`src/rtl/tmc_spi_pkg.sv`:
```
// rtl/tmc_spi_pkg.sv - shared types and limits for the TMC SPI master.
package tmc_spi_pkg;

  localparam int DATA_W_MIN = 2;
  localparam int DATA_W_MAX = 32;
  localparam int NUM_SS_MIN = 1;
  localparam int NUM_SS_MAX = 32;
  localparam int SS_W_MAX   = 5;
  localparam int DIV_W_MAX  = 32;

  typedef enum logic [2:0] {
    ST_IDLE,
    ST_GAP,
    ST_SETUP,
    ST_SHIFT,
    ST_FINISH,
    ST_HOLD
  } tmc_spi_state_t;

  // Sized for the largest legal configuration; the top uses the low bits.
  typedef struct packed {
    logic [DATA_W_MAX-1:0] data;
    logic [SS_W_MAX-1:0]   ss;
    logic                  cpol;
    logic                  cpha;
    logic                  hold;
    logic [DIV_W_MAX-1:0]  div;
    logic                  lsb;
  } tmc_spi_cmd_t;

endpackage

```
`src/rtl/tmc_spi_clkgen.sv`:
```
// rtl/tmc_spi_clkgen.sv - SCLK half-period tick generator, reloadable down-counter.
module tmc_spi_clkgen #(
  parameter int DIV_W = 8
) (
  input  logic             clk_clk,
  input  logic             reset_reset,
  input  logic             load,
  input  logic [DIV_W-1:0] load_div,
  output logic             tick
);

  logic [DIV_W-1:0] cnt;
  logic [DIV_W-1:0] div_q;

  always_ff @(posedge clk_clk) begin
    if (reset_reset) begin
      cnt   <= '0;
      div_q <= '0;
    end else if (load) begin
      cnt   <= load_div;
      div_q <= load_div;
    end else if (cnt == '0) begin
      cnt <= div_q;
    end else begin
      cnt <= cnt - 1'b1;
    end
  end

  assign tick = (cnt == '0);

endmodule

```
`src/rtl/tmc_spi_master.sv`:
```
// rtl/tmc_spi_master.sv - parametrised SPI master with per-command mode, divider and SS hold.
// Optional TMC_SPI_LSB_FIRST_EN adds a per-command cmd_lsb shift-order select.
module tmc_spi_master
  import tmc_spi_pkg::*;
#(
  parameter int DATA_W = 8,
  parameter int NUM_SS = 12,
  parameter int DIV_W  = 8
) (
  input  logic                                      clk_clk,
  input  logic                                      reset_reset,
  input  logic                                      cmd_valid,
  output logic                                      cmd_ready,
  input  logic [DATA_W-1:0]                         cmd_data,
  input  logic [((NUM_SS > 1) ? $clog2(NUM_SS) : 1)-1:0] cmd_ss,
  input  logic                                      cmd_cpol,
  input  logic                                      cmd_cpha,
  input  logic                                      cmd_hold,
`ifdef TMC_SPI_LSB_FIRST_EN
  input  logic                                      cmd_lsb,
`endif
  input  logic [DIV_W-1:0]                          cmd_div,
  input  logic                                      ss_release,
  output logic                                      rsp_valid,
  output logic [DATA_W-1:0]                         rsp_data,
  output logic                                      busy,
  output logic                                      spi_sclk,
  output logic                                      spi_mosi,
  input  logic                                      spi_miso,
  output logic [NUM_SS-1:0]                         spi_ss_n
);

  localparam int EDGE_W = $clog2(2*DATA_W+1);
  localparam logic [EDGE_W-1:0] LAST_EDGE = EDGE_W'(2*DATA_W-1);

  if (DATA_W < DATA_W_MIN || DATA_W > DATA_W_MAX || NUM_SS < NUM_SS_MIN ||
      NUM_SS > NUM_SS_MAX || DIV_W > DIV_W_MAX) begin : g_param_check
    $error("tmc_spi_master: parameter out of range");
  end

  tmc_spi_state_t    state;
  tmc_spi_cmd_t      cmd_q, new_cmd, setup_cmd;
  logic [DATA_W-1:0] tx_sr, rx_sr, setup_data;
  logic [EDGE_W-1:0] edge_cnt;
  logic              gap_to_setup, rsp_pend;
  logic              tick, accept, hold_same, go_setup, gap_entry, sample_edge;
  logic [DIV_W-1:0]  clk_div;

  function automatic logic out_bit(input logic [DATA_W-1:0] sr, input logic lsb);
    return lsb ? sr[0] : sr[DATA_W-1];
  endfunction

  function automatic logic [DATA_W-1:0] shift_out(input logic [DATA_W-1:0] sr, input logic lsb);
    return lsb ? (sr >> 1) : (sr << 1);
  endfunction

  // Out-of-range indices match no bit, so every select stays high.
  function automatic logic [NUM_SS-1:0] ss_decode(input logic [SS_W_MAX-1:0] ss);
    logic [NUM_SS-1:0] d;
    for (int i = 0; i < NUM_SS; i++) d[i] = (int'(ss) != i);
    return d;
  endfunction

  always_comb begin
    new_cmd      = '0;
    new_cmd.data = DATA_W_MAX'(cmd_data);
    new_cmd.ss   = SS_W_MAX'(cmd_ss);
    new_cmd.cpol = cmd_cpol;
    new_cmd.cpha = cmd_cpha;
    new_cmd.hold = cmd_hold;
    new_cmd.div  = DIV_W_MAX'(cmd_div);
`ifdef TMC_SPI_LSB_FIRST_EN
    new_cmd.lsb  = cmd_lsb;
`else
    new_cmd.lsb  = 1'b0;
`endif
  end

  assign cmd_ready   = (state == ST_IDLE) | ((state == ST_HOLD) & ~ss_release);
  assign busy        = (state != ST_IDLE);
  assign accept      = cmd_valid & cmd_ready;
  assign hold_same   = (state == ST_HOLD) && (new_cmd.ss == cmd_q.ss) && (new_cmd.cpol == cmd_q.cpol);
  assign go_setup    = (accept && ((state == ST_IDLE) || hold_same)) ||
                       ((state == ST_GAP) && tick && gap_to_setup);
  assign setup_cmd   = (state == ST_GAP) ? cmd_q : new_cmd;
  assign setup_data  = setup_cmd.data[DATA_W-1:0];
  assign gap_entry   = ((state == ST_FINISH) && tick && !cmd_q.hold) ||
                       ((state == ST_HOLD) && (ss_release || accept));
  assign clk_div     = go_setup ? setup_cmd.div[DIV_W-1:0] :
                       (accept ? new_cmd.div[DIV_W-1:0] : cmd_q.div[DIV_W-1:0]);
  // edge_cnt counts completed edges, so an even count means a leading edge is next.
  assign sample_edge = ~edge_cnt[0] ^ cmd_q.cpha;

  tmc_spi_clkgen #(.DIV_W(DIV_W)) u_clkgen (
    .clk_clk     (clk_clk),
    .reset_reset (reset_reset),
    .load        (go_setup | gap_entry),
    .load_div    (clk_div),
    .tick        (tick)
  );

  always_ff @(posedge clk_clk) begin
    if (reset_reset) begin
      state        <= ST_IDLE;
      cmd_q        <= '0;
      tx_sr        <= '0;
      rx_sr        <= '0;
      edge_cnt     <= '0;
      gap_to_setup <= 1'b0;
      rsp_pend     <= 1'b0;
      rsp_valid    <= 1'b0;
      rsp_data     <= '0;
      spi_sclk     <= 1'b0;
      spi_mosi     <= 1'b0;
      spi_ss_n     <= '1;
    end else begin
      rsp_valid <= rsp_pend;
      rsp_pend  <= 1'b0;
      if (rsp_pend) rsp_data <= rx_sr;
      if (go_setup) begin
        state        <= ST_SETUP;
        cmd_q        <= setup_cmd;
        spi_sclk     <= setup_cmd.cpol;
        spi_ss_n     <= ss_decode(setup_cmd.ss);
        edge_cnt     <= '0;
        gap_to_setup <= 1'b0;
        if (!setup_cmd.cpha) begin
          spi_mosi <= out_bit(setup_data, setup_cmd.lsb);
          tx_sr    <= shift_out(setup_data, setup_cmd.lsb);
        end else begin
          tx_sr    <= setup_data;
        end
      end else begin
        case (state)
          ST_SETUP, ST_SHIFT: begin
            if (tick) begin
              spi_sclk <= ~spi_sclk;
              edge_cnt <= edge_cnt + 1'b1;
              if (sample_edge) begin
                rx_sr <= cmd_q.lsb ? {spi_miso, rx_sr[DATA_W-1:1]} : {rx_sr[DATA_W-2:0], spi_miso};
              end else begin
                spi_mosi <= out_bit(tx_sr, cmd_q.lsb);
                tx_sr    <= shift_out(tx_sr, cmd_q.lsb);
              end
              state <= (edge_cnt == LAST_EDGE) ? ST_FINISH : ST_SHIFT;
            end
          end
          ST_FINISH: begin
            if (tick) begin
              rsp_pend <= 1'b1;
              if (cmd_q.hold) begin
                state <= ST_HOLD;
              end else begin
                state        <= ST_GAP;
                spi_ss_n     <= '1;
                gap_to_setup <= 1'b0;
              end
            end
          end
          ST_HOLD: begin
            if (ss_release) begin
              state        <= ST_GAP;
              spi_ss_n     <= '1;
              gap_to_setup <= 1'b0;
            end else if (accept) begin
              // New slave or polarity: deselect for one gap before the next word.
              state        <= ST_GAP;
              spi_ss_n     <= '1;
              cmd_q        <= new_cmd;
              gap_to_setup <= 1'b1;
            end
          end
          ST_GAP: begin
            if (tick) state <= ST_IDLE;
          end
          default: state <= ST_IDLE;
        endcase
      end
    end
  end

endmodule

```
`config.mk`:
```
export PLATFORM = sky130hd
export DESIGN_NAME = tmc_spi_master
export DESIGN_NICKNAME = d
export VERILOG_FILES = /design/src/rtl/tmc_spi_pkg.sv /design/src/rtl/tmc_spi_clkgen.sv /design/src/rtl/tmc_spi_master.sv
export SDC_FILE = /design/constraint.sdc
export NUM_CORES = 1
export LEC_CHECK = 0
export ABC_AREA = 1
export BUFFER_PORTS_ARGS = -buffer_cell sky130_fd_sc_hd__buf_2
export CORE_ASPECT_RATIO = 2
export CORE_MARGIN = 5
export CORE_UTILIZATION = 59
export DETAILED_ROUTE_END_ITERATION = 7
export MAX_ROUTING_LAYER = met4
export PLACE_DENSITY = 0.8
export SYNTH_ARGS = -nofsm -noshare
export SYNTH_HDL_FRONTEND = slang
export SYNTH_SLANG_ARGS = --single-unit
```
`constraint.sdc`:
```
create_clock -name clk_clk -period 1.95 [get_ports clk_clk]
set_input_delay 0.195 -clock clk_clk [delete_from_list [all_inputs] [get_ports clk_clk]]
set_output_delay 0.195 -clock clk_clk [all_outputs]
set_load 0.01 [all_outputs]
```
==> flow_summary.json, run 1 <==
{
  "outcome": "finished, final reports clean",
  "cts_hold_buf": 0,
  "period_share": 1.00,
  "drc_errors": 0,
  "critical_path_arrival_ns": 2.23,
  "tightestPinTransition_ns": 0.454,
  "total_power_mw": 9.41,
  "power_leakage_nw": 2.81,
  "synth_top_area_frac": 0.381,
  "syn_nets": 752,
  "grt_use_total": 0.283,
  "syn_to_final_growth_pct": 24.0,
  "viasPerCell": 5.53,
  "routedWlPerCell_um": 14.8,
  "h-tree-depth": 3,
  "routed_wl_mm": 13.4,
  "synth_area_leader_cell": "dfxtp_1",
  "cts-root-buf": "clkbuf_16",
  "cp_data_required_time_ns": 2.23,
  "final_common_cell": "nand2_1",
  "numCtsBuffers": 9,
  "syn_area_um2": 4730,
  "multiInputGateArea_um2": 2610,
  "die_y_um": 137,
  "vias": 5008,
  "n_fill_cell": 602,
  "layout-drive-gt1-share": 0.232,
  "maxSlewHeadroom": 0.697,
  "max_freq_ghz": 0.513,
  "core_area_um2": 7890,
  "drv_slew": 0,
  "fin_nets": 839,
  "endpoint_kind": "flop",
  "synthTopCellsByArea": "dfxtp_1 (38%), nand2_1 (16%), nor2_1 (7.8%), o21ai_0 (7.2%), nand3_1 (4.8%)",
  "setup_ws_ns": 0.000691,
  "yosys_warnings": 0,
  "drt-pass1-iter-count": 5,
  "min_path_type": "in -> reg",
  "ff2ff_setup_slack_ns": 0.0007,
  "dpl_worst_slack_ns": -0.385,
  "port_buffers": 52,
  "grt_pass1_vias": 4907,
  "final_antenna_net_count": 0,
  "grt_max_degree": 34,
  "die-area_um2": 10000,
  "synth-seq-cells": 90,
  "worst_hold_slack_ns": 0.114,
  "ios": 53,
  "fin_skew_ns": 0.00524,
  "start_util": 0.599,
  "timing_hold_violations_final": 0,
  "critPathLaunchType": "flop",
  "globalplace.congestion": 0.933,
  "cp_max_fo": 14,
  "diodes": 0,
  "p_per_area_nw_per_um2": 1610,
  "syn_avg_cell_area_um2": 6.58,
  "final_cell_mix": "nand2_1 (202), nor2_1 (96), dfxtp_1 (87), o21ai_0 (67), inv_1 (54)",
  "die_w_um": 73.3,
  "hpwl_mm": 9.33,
  "rows": 46,
  "ys_seq_area_frac": 0.381,
  "regArea_um2": 1810,
  "cts.clk_slew.worst_paths_ns": 0.07,
  "synthCells": 718,
  "cts_sinks": 90,
  "drtIter0Drc": 285,
  "grt_pass1_wl_mm": 21.6,
  "setup_viol": 0,
  "max-cap-violations": 0,
  "cts_buffer_depth": 2,
  "fin_crit_ns": 1.95,
  "synthDistinctLibCells": 43,
  "ir_worst_vdd_mv": 0.822,
  "fin_util": 0.743,
  "criticalPathCategory": "reg -> reg",
  "worstSkewPairLatency_ns": 0.35,
  "cts_tree": "built",
  "grt_overflow": 0,
  "antenna_found_initial": 0
}
==> final timing paths <==
path                                   from                        endpoint  cells after the start
max              u_clkgen.cnt[0]$_SDFF_PP0_      u_clkgen.cnt[2]$_SDFF_PP0_                     14
min                              cmd_div[4]           cmd_q[5]$_SDFFE_PP0P_                      3
max reg2reg      u_clkgen.cnt[0]$_SDFF_PP0_      u_clkgen.cnt[2]$_SDFF_PP0_                     14
min reg2reg  u_clkgen.div_q[4]$_SDFFE_PP0P_  u_clkgen.div_q[4]$_SDFFE_PP0P_                      2
==> power breakdown <==
part           internal, mW  switching, mW  total (mW)  leakage, nW
sequential             2.44          0.353        2.80        0.738
clock                 0.860          0.742        1.60        0.136
combinational          2.12           2.89        5.01         1.94
total                  5.42           3.99        9.41         2.81
==> Yosys cell counts <==
library cell / count
nor2_4: 2
xor2_1: 2
buf_6: 5
o211ai_1: 1
o211ai_2: 1
nor3_1: 5
or2_1: 3
nand2_4: 3
a31oi_1: 1
inv_1: 56
clkbuf_1: 12
buf_4: 4
mux2i_1: 1
a21oi_1: 35
dfxtp_1: 90
o21a_1: 1
nor2_1: 98
nand3_1: 45
inv_4: 1
nand2_1: 207
nand3_2: 3
nand3_4: 1
xnor2_1: 3
nand4_1: 3
nor2_2: 4
nand2_2: 5
buf_2: 9
nand3b_1: 1
o31ai_1: 1
nor2_8: 1
ha_1: 6
a211oi_1: 3
o21ai_1: 12
o21ai_2: 2
and2_1: 1
inv_2: 8
and3_1: 1
or2_2: 8
clkinv_1: 2
nor3_2: 1
o21ai_0: 68
a21boi_2: 1
buf_1: 1
==> layout make-up <==
cell class / instances / share of cell area
multi-input cells: 531 / 0.446
repair buffers: 105 / 0.134
well taps: 96 / 0.0205
repair inverters: 1 / 0.000640
flip-flops and latches: 90 / 0.308
inverters: 67 / 0.0457
clock inverters: 6 / 0.00705
clock buffers: 9 / 0.0384
==> flip-flops by register name (all words and copies together), names as in the netlist <==
name	flops
cmd_q	25
rsp_data	8
edge_cnt	5
spi_ss_n	12
u_clkgen.div_q	8
rx_sr	8
rsp_valid	1
state	3
gap_to_setup	1
rsp_pend	1
u_clkgen.cnt	8
spi_sclk	1
spi_mosi	1
tx_sr	8
==> critical path, stage by stage, from the launching register on <==
cell and delay [ns]:
dfxtp_1 0.34, inv_2 0.06, ha_2 0.19, nand3_4 0.08
nor2_8 0.05, buf_6 0.12, inv_2 0.07, nand2_2 0.05
nand2_2 0.10, nor2_4 0.05, nor2_4 0.25, buf_6 0.15
buf_12 0.12, nand2_1 0.08, a21oi_2 0.16
==> layer usage <==
layer  track usage  wire, µm  share of wire  vias up
li1              -         -              -     2456
met1         0.258      4620           0.35     2331
met2         0.543      7520           0.56      163
met3        0.0419       625          0.047       58
met4         0.141       624          0.047        0
met5             -         0              0        -
==> what timing repair did <==
item | in CTS | in global routing
cloned | 3 | 0
setup endpoints to repair | 53 | 50
buffers inserted | 8 | 9
pin swaps | 4 | 10
gates resized for setup | 11 | 38
==> logic make-up (layout without fill, tap and decap cells) <==
family / Yosys count / after routing / synth area share
flip-flops: 90 / 90 / 0.381
buffers and inverters: 98 / 188 / 0.0919
multiplexers: 1 / 1 / 0.00212
XOR/XNOR: 5 / 5 / 0.00927
AND/OR/NAND/NOR: 392 / 392 / 0.358
adder cells (fa/ha/maj): 6 / 6 / 0.0159
AO/OA/AOI/OAI: 126 / 127 / 0.141
==> stage by stage <==
stage	TNS [ns]	cells	instance area (µm²)
floorplan	0	718	4730
global placement	-3.94	871	5220
detailed placement	-7.69	871	5220
CTS	-0.00518	896	5650
global route	-0.453	905	5860
finish	0	905	5860
Power figures use the tool's default switching activity.
==> inputs of run 2 (changes only) <==
--- a/config.mk
+++ b/config.mk
@@ -7,12 +7,11 @@
 export LEC_CHECK = 0
 export ABC_AREA = 1
 export BUFFER_PORTS_ARGS = -buffer_cell sky130_fd_sc_hd__buf_2
-export CORE_ASPECT_RATIO = 2
 export CORE_MARGIN = 5
-export CORE_UTILIZATION = 59
+export CORE_UTILIZATION = 30
 export DETAILED_ROUTE_END_ITERATION = 7
 export MAX_ROUTING_LAYER = met4
-export PLACE_DENSITY = 0.8
+export PLACE_DENSITY_LB_ADDON = 0.3
 export SYNTH_ARGS = -nofsm -noshare
 export SYNTH_HDL_FRONTEND = slang
 export SYNTH_SLANG_ARGS = --single-unit
==> run 2 against run 1 <==
  * Setup slack improved by 0.087 ns
  * Flip-flop and latch count did not move
  * Maximum frequency rose by 4.7%
  * Global-route usage fell by 14 points
  * Clock skew rose by 0.0036 ns
  * Register-to-register slack improved by 0.09 ns
  * Cell count rose by 13%
  * Largest power group unchanged
==> flow_summary.json, run 2 (synthesis gave the netlist of run 1 again) <==
{
  "grt_overflow": 0,
  "final_cell_mix": "nand2_1 (196), nor2_1 (98), dfxtp_1 (87), o21ai_0 (64), inv_1 (55)",
  "maxSlewHeadroom": 0.655,
  "diodes": 0,
  "timing_hold_violations_final": 0,
  "cts.clk_slew.worst_paths_ns": 0.06,
  "endpoint_kind": "flop",
  "worstSkewPairLatency_ns": 0.35,
  "globalplace.congestion": 0.808,
  "critical_path_arrival_ns": 2.08,
  "max_freq_ghz": 0.537,
  "critPathLaunchType": "flop",
  "slowest_delay_ns": 0.34,
  "critical_path_depth": 12,
  "reg2reg_from": "cmd_q[35]$_SDFFE_PP0P_",
  "tightestPinTransition_ns": 0.512,
  "reg2reg_depth": 12,
  "top_register": "cmd_q",
  "min_path_type": "in -> reg",
  "die_y_um": 136,
  "viasPerCell": 4.57,
  "cts_buffer_depth": 2,
  "crit-reg2reg-capture": "u_clkgen.cnt[6]$_SDFF_PP0_",
  "routed_wl_mm": 13.1,
  "dp.cells": 993,
  "max-cap-violations": 0,
  "hpwl_mm": 8.71,
  "cts_sinks": 90,
  "reg_top3": "cmd_q: 25 flops, spi_ss_n: 12 flops",
  "syn_to_final_growth_pct": 30.5,
  "finalSetupTns_ns": 0,
  "cp_num_buf_inv": 3,
  "setup_viol": 0,
  "placed_area_um2": 5440,
  "outcome": "finished, final reports clean",
  "vias": 4685,
  "layout-drive-gt1-share": 0.242,
  "fin_skew_ns": 0.00887,
  "drv_slew": 0,
  "critPathTopFamily": "simple AND/OR/NAND/NOR gates",
  "crit_chain": "xor2_1 -> nor2_1 -> nand2_1 -> nand2_2 -> buf_6 -> nand2_8 -> nand2_8 -> nor2_4 -> inv_4 -> clkbuf_16 -> nand2_2 -> a21oi_2",
  "cts_tree": "built",
  "h-tree-depth": 3,
  "fin_crit_ns": 1.86,
  "final_common_cell": "nand2_1",
  "final_area_um2": 6170,
  "crit_slowest_cell": "dfxtp_1",
  "drc_errors": 0,
  "power_leakage_nw": 2.90,
  "cts-root-buf": "clkbuf_16",
  "hold_depth": 3,
  "ff2ff_setup_slack_ns": 0.09,
  "hold_end": "cmd_q[2]$_SDFFE_PP0P_",
  "setup_ws_ns": 0.0875,
  "die-area_um2": 18400,
  "fin_nets": 844,
  "grt_pass1_vias": 4210,
  "grt_max_degree": 34,
  "drt-pass1-iter-count": 5,
  "grt_pass1_wl_mm": 20.8,
  "port_buffers": 52,
  "stdcell_count": 1026,
  "cts_hold_buf": 0,
  "die_w_um": 136,
  "cp_data_required_time_ns": 2.17,
  "worstHoldStart": "cmd_div[1]",
  "grt_setup_unrepaired": "true",
  "ios": 53,
  "period_share": 0.955,
  "final_antenna_net_count": 0,
  "ir_worst_vdd_mv": 0.748,
  "routedWlPerCell_um": 12.8,
  "cp_max_fo": 6,
  "numCtsBuffers": 9,
  "start_util": 0.309,
  "largest_register_ffs": 25,
  "drtIter0Drc": 218,
  "criticalPathCategory": "reg -> reg",
  "total_power_mw": 9.80,
  "p_per_area_nw_per_um2": 1590,
  "antenna_found_initial": 0,
  "rows": 45,
  "dpl_worst_slack_ns": -0.472,
  "grt_use_total": 0.144,
  "core_area_um2": 15300
}
-- run 2: what timing repair did --
action | 4_1_cts | 5_1_grt
buffers inserted | 0 | 12
pin swaps | 0 | 16
cloned | 1 | 4
setup endpoints to repair | 30 | 55
gates resized for setup | 3 | 57
-- run 2: per-layer routing --
layer,GRT usage,part of all wire,up-vias
met3,0.0331,0.038,12
met2,0.221,0.45,93
li1,-,-,2466
met1,0.193,0.50,2114
met4,0.0364,0.011,0
met5,-,0,-
-- run 2: worst max path at each step --
stage	from	slack, ns	endpoint
final	cmd_q[35]$_SDFFE_PP0P_	0.09	u_clkgen.cnt[6]$_SDFF_PP0_
after global placement	cmd_q[35]$_SDFFE_PP0P_	-0.40	edge_cnt[3]$_SDFFE_PP0P_
after floorplan	u_clkgen.cnt[0]$_SDFF_PP0_	0.21	spi_ss_n[0]$_SDFFE_PP1P_
after CTS	u_clkgen.cnt[1]$_SDFF_PP0_	0.02	u_clkgen.div_q[1]$_SDFFE_PP0P_
after global routing	state[1]$_SDFFE_PP0P_	-0.06	u_clkgen.cnt[7]$_SDFF_PP0_
after detailed placement	cmd_q[35]$_SDFFE_PP0P_	-0.47	edge_cnt[4]$_SDFFE_PP0P_
-- run 2: final cells by class --
cell class / instances / area [µm²]
repair buffers: 110 / 850
clock buffers: 9 / 225
well taps: 211 / 264
fillers: 1646 / 9150
multi-input cells: 532 / 2670
inverters: 67 / 262
flip-flops and latches: 90 / 1810
clock inverters: 7 / 93.8
-- run 2: report_power, final --
group	internal [mW]	switching, mW	leakage [nW]
registers	2.44	0.329	0.738
logic	2.24	2.91	2.01
clock network	1.12	0.762	0.151
-- run 2: worst reg2reg max path, stage by stage (launching register included) --
cell and delay [ns]:
dfxtp_1 0.34, xor2_1 0.24, nor2_1 0.08, nand2_1 0.08
nand2_2 0.09, buf_6 0.14, nand2_8 0.09, nand2_8 0.08
nor2_4 0.19, inv_4 0.09, clkbuf_16 0.17, nand2_2 0.09
a21oi_2 0.06
-- run 2: stage by stage --
| stage | util | hold WS (ns) |
|---|---|---|
| after floorplan | - | 0.359 |
| after global placement | 0.355 | 0.452 |
| after detailed placement | 0.355 | 0.456 |
| after CTS | 0.378 | 0.108 |
| after global routing | 0.403 | 0.120 |
| final | 0.403 | 0.117 |
